==> config.mk <==
export PLATFORM = sky130hd
export DESIGN_NAME = reset_seq_ctrl_flat
export DESIGN_NICKNAME = d
export VERILOG_FILES = /design/src/rtl/rst_seq_pkg.sv /design/src/rtl/reset_seq_ctrl_if.sv /design/src/rtl/rst_sync.sv /design/src/rtl/reset_seq_ctrl.sv /design/src/flat_wrapper.sv
export SDC_FILE = /design/constraint.sdc
export NUM_CORES = 1
export LEC_CHECK = 0
export ABC_AREA = 1
export ABC_CLOCK_PERIOD_IN_PS = 2100
export CAP_MARGIN = 15
export CORE_MARGIN = 2
export CORE_UTILIZATION = 40
export DETAILED_ROUTE_END_ITERATION = 16
export PLACE_DENSITY = 0.67
export SLEW_MARGIN = 20
export SYNTH_ARGS = -nofsm -noshare
export SYNTH_HDL_FRONTEND = slang
export SYNTH_SLANG_ARGS = --single-unit
==> constraint.sdc <==
create_clock -name clk -period 2.1 [get_ports clk]
set_input_delay 0.21 -clock clk [delete_from_list [all_inputs] [get_ports clk]]
set_output_delay 0.21 -clock clk [all_outputs]
set_load 0.02 [all_outputs]
==> src/rtl/rst_seq_pkg.sv <==
// Shared types and constants for the reset sequencer.
// Optional feature macro used by reset_seq_ctrl: RSTSEQ_WDOG_EN (cycle-budget watchdog).
package rst_seq_pkg;

  localparam int unsigned SYNC_DEPTH = 2;

  typedef enum logic [1:0] {
    StSync,
    StSeq,
    StRun,
    StDone
  } rst_seq_state_e;

  // Width of a counter that must hold values 0..n-1 (at least one bit).
  function automatic int unsigned idx_width(input int unsigned n);
    return (n > 1) ? $clog2(n) : 1;
  endfunction

endpackage

==> src/rtl/reset_seq_ctrl_if.sv <==
// Soft-reset request and per-domain reset/status bundle of the reset sequencer.
// master: the sequencer; slave: the consumer issuing sw_rst and observing status.
interface reset_seq_ctrl_if #(
  parameter int unsigned NUM_DOM = 2,
  parameter int unsigned CNT_W   = 16
) ();

  logic               sw_rst;
  logic [NUM_DOM-1:0] rst_n_out;
  logic               run;
  logic [CNT_W-1:0]   cycle_cnt;
  logic               done;

  modport master (
    input  sw_rst,
    output rst_n_out,
    output run,
    output cycle_cnt,
    output done
  );

  modport slave (
    output sw_rst,
    input  rst_n_out,
    input  run,
    input  cycle_cnt,
    input  done
  );

endinterface

==> src/rtl/rst_sync.sv <==
// Reset synchroniser: asynchronous assert, synchronous deassert through Depth flops.
// rel_o flags the cycle before the synchronised reset deasserts.
module rst_sync #(
  parameter int unsigned Depth = 2
) (
  input  logic clk_i,
  input  logic rst_ni,
  output logic rst_no,
  output logic rel_o
);

  logic [Depth-1:0] sync_q;

  always_ff @(posedge clk_i or negedge rst_ni) begin
    if (!rst_ni) begin
      sync_q <= '0;
    end else begin
      sync_q <= {sync_q[Depth-2:0], 1'b1};
    end
  end

  assign rst_no = sync_q[Depth-1];
  assign rel_o  = sync_q[Depth-2] & ~sync_q[Depth-1];

endmodule

==> src/rtl/reset_seq_ctrl.sv <==
// Staged release of NUM_DOM reset domains, then a run-cycle counter.
// Define RSTSEQ_WDOG_EN to stop the run phase after MAX_CYC cycles (sticky done).
module reset_seq_ctrl
  import rst_seq_pkg::*;
#(
  parameter int unsigned NUM_DOM  = 2,
  parameter int unsigned HOLD_CYC = 2,
  parameter int unsigned CNT_W    = 16,
  parameter int unsigned MAX_CYC  = 79
) (
  input  logic             clk,
  input  logic             rst_n,
  reset_seq_ctrl_if.master bus
);

  localparam int unsigned HoldW = idx_width(HOLD_CYC);
  localparam int unsigned IdxW  = idx_width(NUM_DOM);
  localparam logic [HoldW-1:0] HoldLast = HoldW'(HOLD_CYC - 1);
  localparam logic [IdxW-1:0]  IdxLast  = IdxW'(NUM_DOM - 1);

  logic           sync_rel;
  logic           unused_sync_rst_n;
  rst_seq_state_e state_q;
  logic [NUM_DOM-1:0] rst_out_q;
  logic           run_q;
  logic           done_q;
  logic [CNT_W-1:0] cnt_q;
  logic [HoldW-1:0] hold_q;
  logic [IdxW-1:0]  idx_q;

  rst_sync #(
    .Depth (SYNC_DEPTH)
  ) u_rst_sync (
    .clk_i  (clk),
    .rst_ni (rst_n),
    .rst_no (unused_sync_rst_n),
    .rel_o  (sync_rel)
  );

`ifdef RSTSEQ_WDOG_EN
  localparam logic [CNT_W-1:0] CntLast = CNT_W'(MAX_CYC - 1);
`else
  logic unused_cfg;
  assign unused_cfg = ^CNT_W'(MAX_CYC);
`endif

  always_ff @(posedge clk or negedge rst_n) begin
    if (!rst_n) begin
      state_q   <= StSync;
      rst_out_q <= '0;
      run_q     <= 1'b0;
      done_q    <= 1'b0;
      cnt_q     <= '0;
      hold_q    <= '0;
      idx_q     <= '0;
    end else if (bus.sw_rst && (state_q != StSync)) begin
      // Soft reset outranks every other transition, including the budget expiry.
      state_q   <= StSeq;
      rst_out_q <= '0;
      run_q     <= 1'b0;
      done_q    <= 1'b0;
      cnt_q     <= '0;
      hold_q    <= '0;
      idx_q     <= '0;
    end else begin
      unique case (state_q)
        StSync: begin
          if (sync_rel) begin
            state_q <= StSeq;
          end
        end
        StSeq: begin
          if (hold_q == HoldLast) begin
            hold_q           <= '0;
            rst_out_q[idx_q] <= 1'b1;
            if (idx_q == IdxLast) begin
              state_q <= StRun;
              run_q   <= 1'b1;
              cnt_q   <= '0;
            end else begin
              idx_q <= idx_q + IdxW'(1);
            end
          end else begin
            hold_q <= hold_q + HoldW'(1);
          end
        end
        StRun: begin
`ifdef RSTSEQ_WDOG_EN
          cnt_q <= cnt_q + CNT_W'(1);
          if (cnt_q == CntLast) begin
            state_q <= StDone;
            run_q   <= 1'b0;
            done_q  <= 1'b1;
          end
`else
          if (cnt_q != '1) begin
            cnt_q <= cnt_q + CNT_W'(1);
          end
`endif
        end
        StDone: begin
        end
        default: begin
          state_q <= StSync;
        end
      endcase
    end
  end

  assign bus.rst_n_out = rst_out_q;
  assign bus.run       = run_q;
  assign bus.done      = done_q;
  assign bus.cycle_cnt = cnt_q;

endmodule

==> src/flat_wrapper.sv <==
// flat-port wrapper written by rule: the top's interface ports become plain ports
module reset_seq_ctrl_flat import rst_seq_pkg::*;
#(
  parameter int unsigned NUM_DOM  = 2,
  parameter int unsigned HOLD_CYC = 2,
  parameter int unsigned CNT_W    = 16,
  parameter int unsigned MAX_CYC  = 79
)
  (clk, rst_n, bus_sw_rst, bus_rst_n_out, bus_run, bus_cycle_cnt, bus_done);
  reset_seq_ctrl_if #(.NUM_DOM(NUM_DOM), .CNT_W(CNT_W)) bus_i ();
  input  logic clk;
  input  logic rst_n;
  input wire logic [$bits(bus_i.sw_rst)-1:0] bus_sw_rst;
  output wire logic [$bits(bus_i.rst_n_out)-1:0] bus_rst_n_out;
  output wire logic [$bits(bus_i.run)-1:0] bus_run;
  output wire logic [$bits(bus_i.cycle_cnt)-1:0] bus_cycle_cnt;
  output wire logic [$bits(bus_i.done)-1:0] bus_done;
  assign bus_i.sw_rst = bus_sw_rst;
  assign bus_rst_n_out = bus_i.rst_n_out;
  assign bus_run = bus_i.run;
  assign bus_cycle_cnt = bus_i.cycle_cnt;
  assign bus_done = bus_i.done;
  reset_seq_ctrl #(.NUM_DOM(NUM_DOM), .HOLD_CYC(HOLD_CYC), .CNT_W(CNT_W), .MAX_CYC(MAX_CYC)) u_core (.clk(clk), .rst_n(rst_n), .bus(bus_i));
endmodule
==> results_dict.tcl, run 1 <==
set metrics [dict create \
    cts_setup_buffers 0 \
    r2r_cells 9 \
    cp.required_ns 2.25 \
    rr_endpoint "u_core.bus.cycle_cnt[3]" \
    p_switching_uw 712 \
    ant_nets 0 \
    path_max_fanout 16 \
    slowest_stage "dfrtp_1" \
    vias_per_cell 4.73 \
    instances_no_fill 278 \
    grt_max_degree 26 \
    sequentialPowerShare 0.369 \
    min_path_type "input pin to asynchronous set/reset pin" \
    crit_chain "inv_1 -> ha_1 -> nor2_1 -> nor2_1 -> o21ai_2 -> nand3_2 -> buf_4 -> nand2_1 -> o21ai_0" \
    critPathLaunchType "flop" \
    synthTopCellsByArea "dfrtp_1, nand2_1, nor2_1, inv_1, o21ai_0" \
    grtUsageTotal 0.158 \
    status "finished, final reports clean" \
    maxCapViolations 0 \
    netlist_instances 206 \
    power_frac_clock 0.168 \
    hold_viol 0 \
    fin_nets 239 \
    numClockSinks 25 \
    boundaryPins 23 \
    r2r-start "u_core.state_q[1]" \
    die_h_um 65.1 \
    path_class "flop to flop" \
    synth_top_area_share 0.419 \
    rows 22 \
    synth_fp_nets 214 \
    async_reset_ff_frac 1.00 \
    grt_pass1_wl_um 5350 \
    drtIter0Drc 61 \
    ys_ff_latch 25 \
    fin_setup_tns_ns 0 \
    clock.fmax_mhz 537 \
    placeableCoreArea_um2 3630 \
    power_density_nw_per_um2 943 \
    fin_crit_ns 1.86 \
    wl_met2_um 1300 \
    dpl.cell_count 274 \
    yosys_warnings 0 \
    setup_viol 0 \
    n_antenna_cell 0 \
    pwr-share-comb 0.464 \
    grt_pass1_vias 1226 \
    wl_um 2940 \
    power_leakage_uw 0.000770 \
    syn_to_final_growth_pct 20.4 \
    cp_common_cell "nor2_1" \
    cts_root_buf "clkbuf_8" \
    seq_area_frac_synth 0.419 \
    wl_met3_um 120 \
    m1WireLength_um 1490 \
    cpPeakStageDelay_ns 0.41 \
    gr-total-overflow 0 \
    start_util 0.411 \
    switching_share 0.420 \
    routed-via-count 1316 \
    totalPowerFinal_uw 1700 \
    finalClockSkew_ns 0.00681 \
    antenna_found_initial 0 \
    drive_gt1_frac 0.0739 \
    clock_path_buffers 2 \
    tritoncts "yes" \
    arrival_ns 2.02 \
    portBuffers 21 \
    synth-edff-count 0 \
    gp_congestion 0.790 \
    syn_area_um2 1490 \
    top_layer_used "met4" \
    numCtsBuffers 3 \
    place_ws_ns 0.226 \
    maxSlewViolCount 0 \
    end_kind "flop" \
    route.detailed.drc 0 \
    post_cts_resize_count 0 \
    ys_types 25 \
    synthTopCellsByCount "nand2_1, nor2_1, dfrtp_1" \
    cts_hold_buf 0 \
    synthFlopType "dfrtp_1" \
    first_pass_iters 6 \
    htree_levels 1 \
    syn_avg_cell_area_um2 7.25 \
    die_area_um2 4240 \
    p_int_uw 984 \
    ir_drop_mv 0.650 \
    yosysMostFrequentCell "nand2_1" \
    rsz0062_at_grt "false" \
    yosysTopAreaCell "dfrtp_1" \
    timing.reg2reg.setup_slack_ns 0.24 \
    fin_crit_sh 0.887 \
    fp.dieW_um 65.1 \
    cts.clk_slew.worst_paths_ns 0.09 \
    post-dp-hpwl_um 2240 \
    wl_per_cell_um 10.6 \
    clk_latency_ns 0.27 \
    fin_ws_ns 0.237 \
]
-- per-stage QoR --
step / instance area (um2) / hold slack [ns] / util
6_report: 1800 / 0.299 / 0.495
5_1_grt: 1800 / 0.334 / 0.495
4_1_cts: 1800 / 0.316 / 0.495
3_5_place_dp: 1750 / 0.374 / 0.482
3_3_place_gp: 1750 / 0.362 / 0.482
2_1_floorplan: 1490 / -0.0856 / -
-- cells by family (layout without fill, tap and decap cells) --
family,after synthesis,count (layout),share of synthesized area
and+or+nand+nor,104,104,0.287
AOI/OAI and AO/OA,41,41,0.159
buffers and inverters,29,53,0.0879
DFF,25,25,0.419
adders and majority gates,5,5,0.0419
other,2,2,0.00503
-- power groups by stage --
| stage | Clock (uW) | Combinational [uW] | Sequential (uW) |
|---|---|---|---|
| 2_1_floorplan | 0 | 575 | 674 |
| 3_3_place_gp | 0 | 783 | 634 |
| 3_5_place_dp | 0 | 784 | 636 |
| 4_1_cts | 296 | 793 | 626 |
| 5_1_grt | 319 | 909 | 637 |
| 6_report | 284 | 786 | 625 |
-- area by class of cell --
class	count	area [um2]
clock buffer	4	45.0
fill	389	1840
inverter	24	90.1
multi-input combinational	152	737
sequential	25	626
tap	48	60.1
timing repair buffer	25	240
-- how the worst max path moves through the flow --
stage	startpoint	to	cells after the start
CTS	u_core.state_q[1]	u_core.bus.cycle_cnt[3]	9
global route	u_core.state_q[1]	u_core.bus.cycle_cnt[3]	9
global placement	bus_sw_rst	u_core.bus.cycle_cnt[4]	9
finish	u_core.state_q[1]	u_core.bus.cycle_cnt[3]	9
detailed placement	bus_sw_rst	u_core.bus.cycle_cnt[3]	9
floorplan	u_core.bus.cycle_cnt[1]	u_core.bus.cycle_cnt[3]	9
-- layer usage --
layer / global-route usage / up-vias
li1: - / 701
met1: 0.210 / 585
met2: 0.263 / 26
met3: 0.0274 / 4
met4: 0.0495 / 0
met5: 0 / -
-- worst max-delay path: cells and delay by family (launching register included) --
kind	cells	cell delay, ns
and+or+nand+nor	4	0.59
buffers and inverters	2	0.35
DFF	1	0.41
AOI/OAI and AO/OA	2	0.18
adders and majority gates	1	0.20
-- placed cells by master (no fill, tap or decap), types with 2 or more instances in the layout --
cell type         n
nand2_1          54
nor2_1           28
dfrtp_1          25
inv_1            24
clkdlybuf4s50_1  21
o21ai_0          17
nand3_1          14
a21oi_1          10
o21ai_2           5
ha_1              5
buf_4             4
o21ai_1           3
clkbuf_8          3
or2_2             2
o21bai_1          2
nor3_1            2
conb_1            2
-- registers in the layout (all words and copies together), names as in the netlist --
register,flops
u_core.bus.rst_n_out,2
u_core.hold_q,1
u_core.bus.run,1
u_core.bus.cycle_cnt,16
u_core.u_rst_sync.sync_q,2
u_core.state_q,2
u_core.idx_q,1
No activity file was read; power rests on OpenSTA's default activity.
==> run 2: changes to the inputs <==
PLACE_DENSITY = 0.73   (was 0.67)
==> run 2 against run 1 <==
Compared with the run above: total power fell by 1.6%; fmax is 2.4% higher; hold slack hardly changed; flip-flop and latch count unchanged; count of clock-buffer cells in the layout unchanged; final cell count decreased by 0.36%; clock skew fell by 0.0026 ns; non-clock buffer count decreased by 1; setup slack improved by 0.043 ns; critical path type unchanged; largest power group unchanged.
==> results_dict.tcl, run 2 (synthesized netlist as in run 1, its figures left out) <==
set metrics [dict create \
    grt_pass1_wl_um 5420 \
    fin_setup_tns_ns 0 \
    hold_viol 0 \
    drive_gt1_frac 0.0699 \
    wl_per_cell_um 10.9 \
    wl_um 3020 \
    pwr-share-comb 0.455 \
    portBuffers 21 \
    timing.reg2reg.setup_slack_ns 0.28 \
    final_cell_mix "nand2_1, nor2_1, dfrtp_1" \
    fillerInstances 376 \
    r2r-start "u_core.bus.cycle_cnt[0]" \
    rsz0062_at_grt "false" \
    cts_root_buf "clkbuf_8" \
    slowest_stage "dfrtp_1" \
    seq_area_um2 626 \
    power_leakage_uw 0.000765 \
    clock.fmax_mhz 550 \
    vias_per_cell 4.80 \
    path_buf_inv 1 \
    first_pass_iters 4 \
    min_path_type "input pin to asynchronous set/reset pin" \
    drtIter0Drc 51 \
    power_density_nw_per_um2 932 \
    grt_max_degree 26 \
    critPathTopFamily "simple AND/OR/NAND/NOR gates" \
    routed-via-count 1329 \
    setup_viol 0 \
    cts.clk_slew.worst_paths_ns 0.09 \
    multi_input_area_um2 737 \
    fin_crit_ns 1.82 \
    maxCapViolations 0 \
    fp.dieW_um 65.1 \
    ir_drop_mv 0.676 \
    final_common_cell "nand2_1" \
    boundaryPins 23 \
    path_max_fanout 24 \
    status "finished, final reports clean" \
    end_kind "flop" \
    totalPowerFinal_uw 1670 \
    ant_nets 0 \
    r2r_cells 9 \
    placeableCoreArea_um2 3630 \
    arrival_ns 1.97 \
    rows 22 \
    switching_share 0.423 \
    p_switching_uw 705 \
    critPathLaunchType "flop" \
    clock_path_buffers 2 \
    fin_nets 238 \
    gp_congestion 0.827 \
    dpl_cell_area_um2 1750 \
    post-dp-hpwl_um 2300 \
    start_util 0.411 \
    post_cts_resize_count 0 \
    design_area_um2 1790 \
    clk_latency_ns 0.27 \
    p_int_uw 963 \
    cp.required_ns 2.25 \
    htree_levels 1 \
    crit_chain "ha_1 -> nand2_2 -> nor2_2 -> nand2_1 -> nor2_1 -> nand3_1 -> nand3_2 -> buf_4 -> o21ai_0" \
    finalClockSkew_ns 0.00425 \
    instances_no_fill 277 \
    die_area_um2 4240 \
    sequentialPowerShare 0.374 \
    die_h_um 65.1 \
    antenna_found_initial 0 \
    path_class "flop to flop" \
    fin_crit_sh 0.867 \
    syn_to_final_growth_pct 19.8 \
    rr_endpoint "u_core.bus.cycle_cnt[13]" \
    numClockSinks 25 \
    tritoncts "yes" \
    cts_hold_buf 0 \
    power_frac_clock 0.171 \
    numCtsBuffers 3 \
    cts_setup_buffers 0 \
    route.detailed.drc 0 \
    dpl.cell_count 273 \
    n_antenna_cell 0 \
    largest_register_ffs 16 \
    grtUsageTotal 0.161 \
    maxSlewViolCount 0 \
    gr-total-overflow 0 \
    cpPeakStageDelay_ns 0.43 \
    grt_pass1_vias 1222 \
]
[run 2: cell count changes in the layout (fill, tap and decap cells not counted)]
| cell | previous run | this run |
|---|---|---|
| buf_4 | 4 | 3 |
[run 2: power groups by stage]
stage          registers, uW  logic (uW)  clock network (uW)
6_report                 625         758                 285
5_1_grt                  634         860                 317
4_1_cts                  626         765                 298
3_5_place_dp             635         760                   0
3_3_place_gp             633         748                   0
2_1_floorplan            674         575                   0
[run 2: worst max-delay path by stage]
stage,startpoint,to,depth (start not counted)
global placement,bus_sw_rst,u_core.bus.cycle_cnt[4],9
CTS,u_core.bus.cycle_cnt[0],u_core.bus.cycle_cnt[13],9
floorplan,u_core.bus.cycle_cnt[1],u_core.bus.cycle_cnt[3],9
finish,u_core.bus.cycle_cnt[0],u_core.bus.cycle_cnt[13],9
detailed placement,bus_sw_rst,u_core.bus.cycle_cnt[11],9
global route,u_core.state_q[1],u_core.bus.cycle_cnt[3],9
[run 2: per-layer routing]
| metal | vias up | global-route usage | share of wire | wire length, um |
|---|---|---|---|---|
| li1 | 701 | - | - | - |
| met1 | 595 | 0.211 | 0.50 | 1500 |
| met2 | 31 | 0.272 | 0.45 | 1360 |
| met3 | 2 | 0.0428 | 0.049 | 148 |
| met4 | 0 | 0.0313 | 0.0023 | 7 |
| met5 | - | 0 | 0 | 0 |
[run 2: layout make-up]
class / count / area share
Sequential cell: 25 / 0.349
Clock buffer: 4 / 0.0252
Tap cell: 48 / 0.0335
Timing Repair Buffer: 24 / 0.130
Multi-Input combinational cell: 152 / 0.412
Inverter: 24 / 0.0503
[run 2: metrics by stage]
stage / setup slack [ns] / utilization / hold slack, ns
after CTS: 0.277 / 0.493 / 0.314
after floorplan: 0.523 / - / -0.0856
final: 0.280 / 0.493 / 0.298
after global placement: 0.307 / 0.480 / 0.366
after detailed placement: 0.261 / 0.480 / 0.373
after global routing: 0.0574 / 0.493 / 0.334
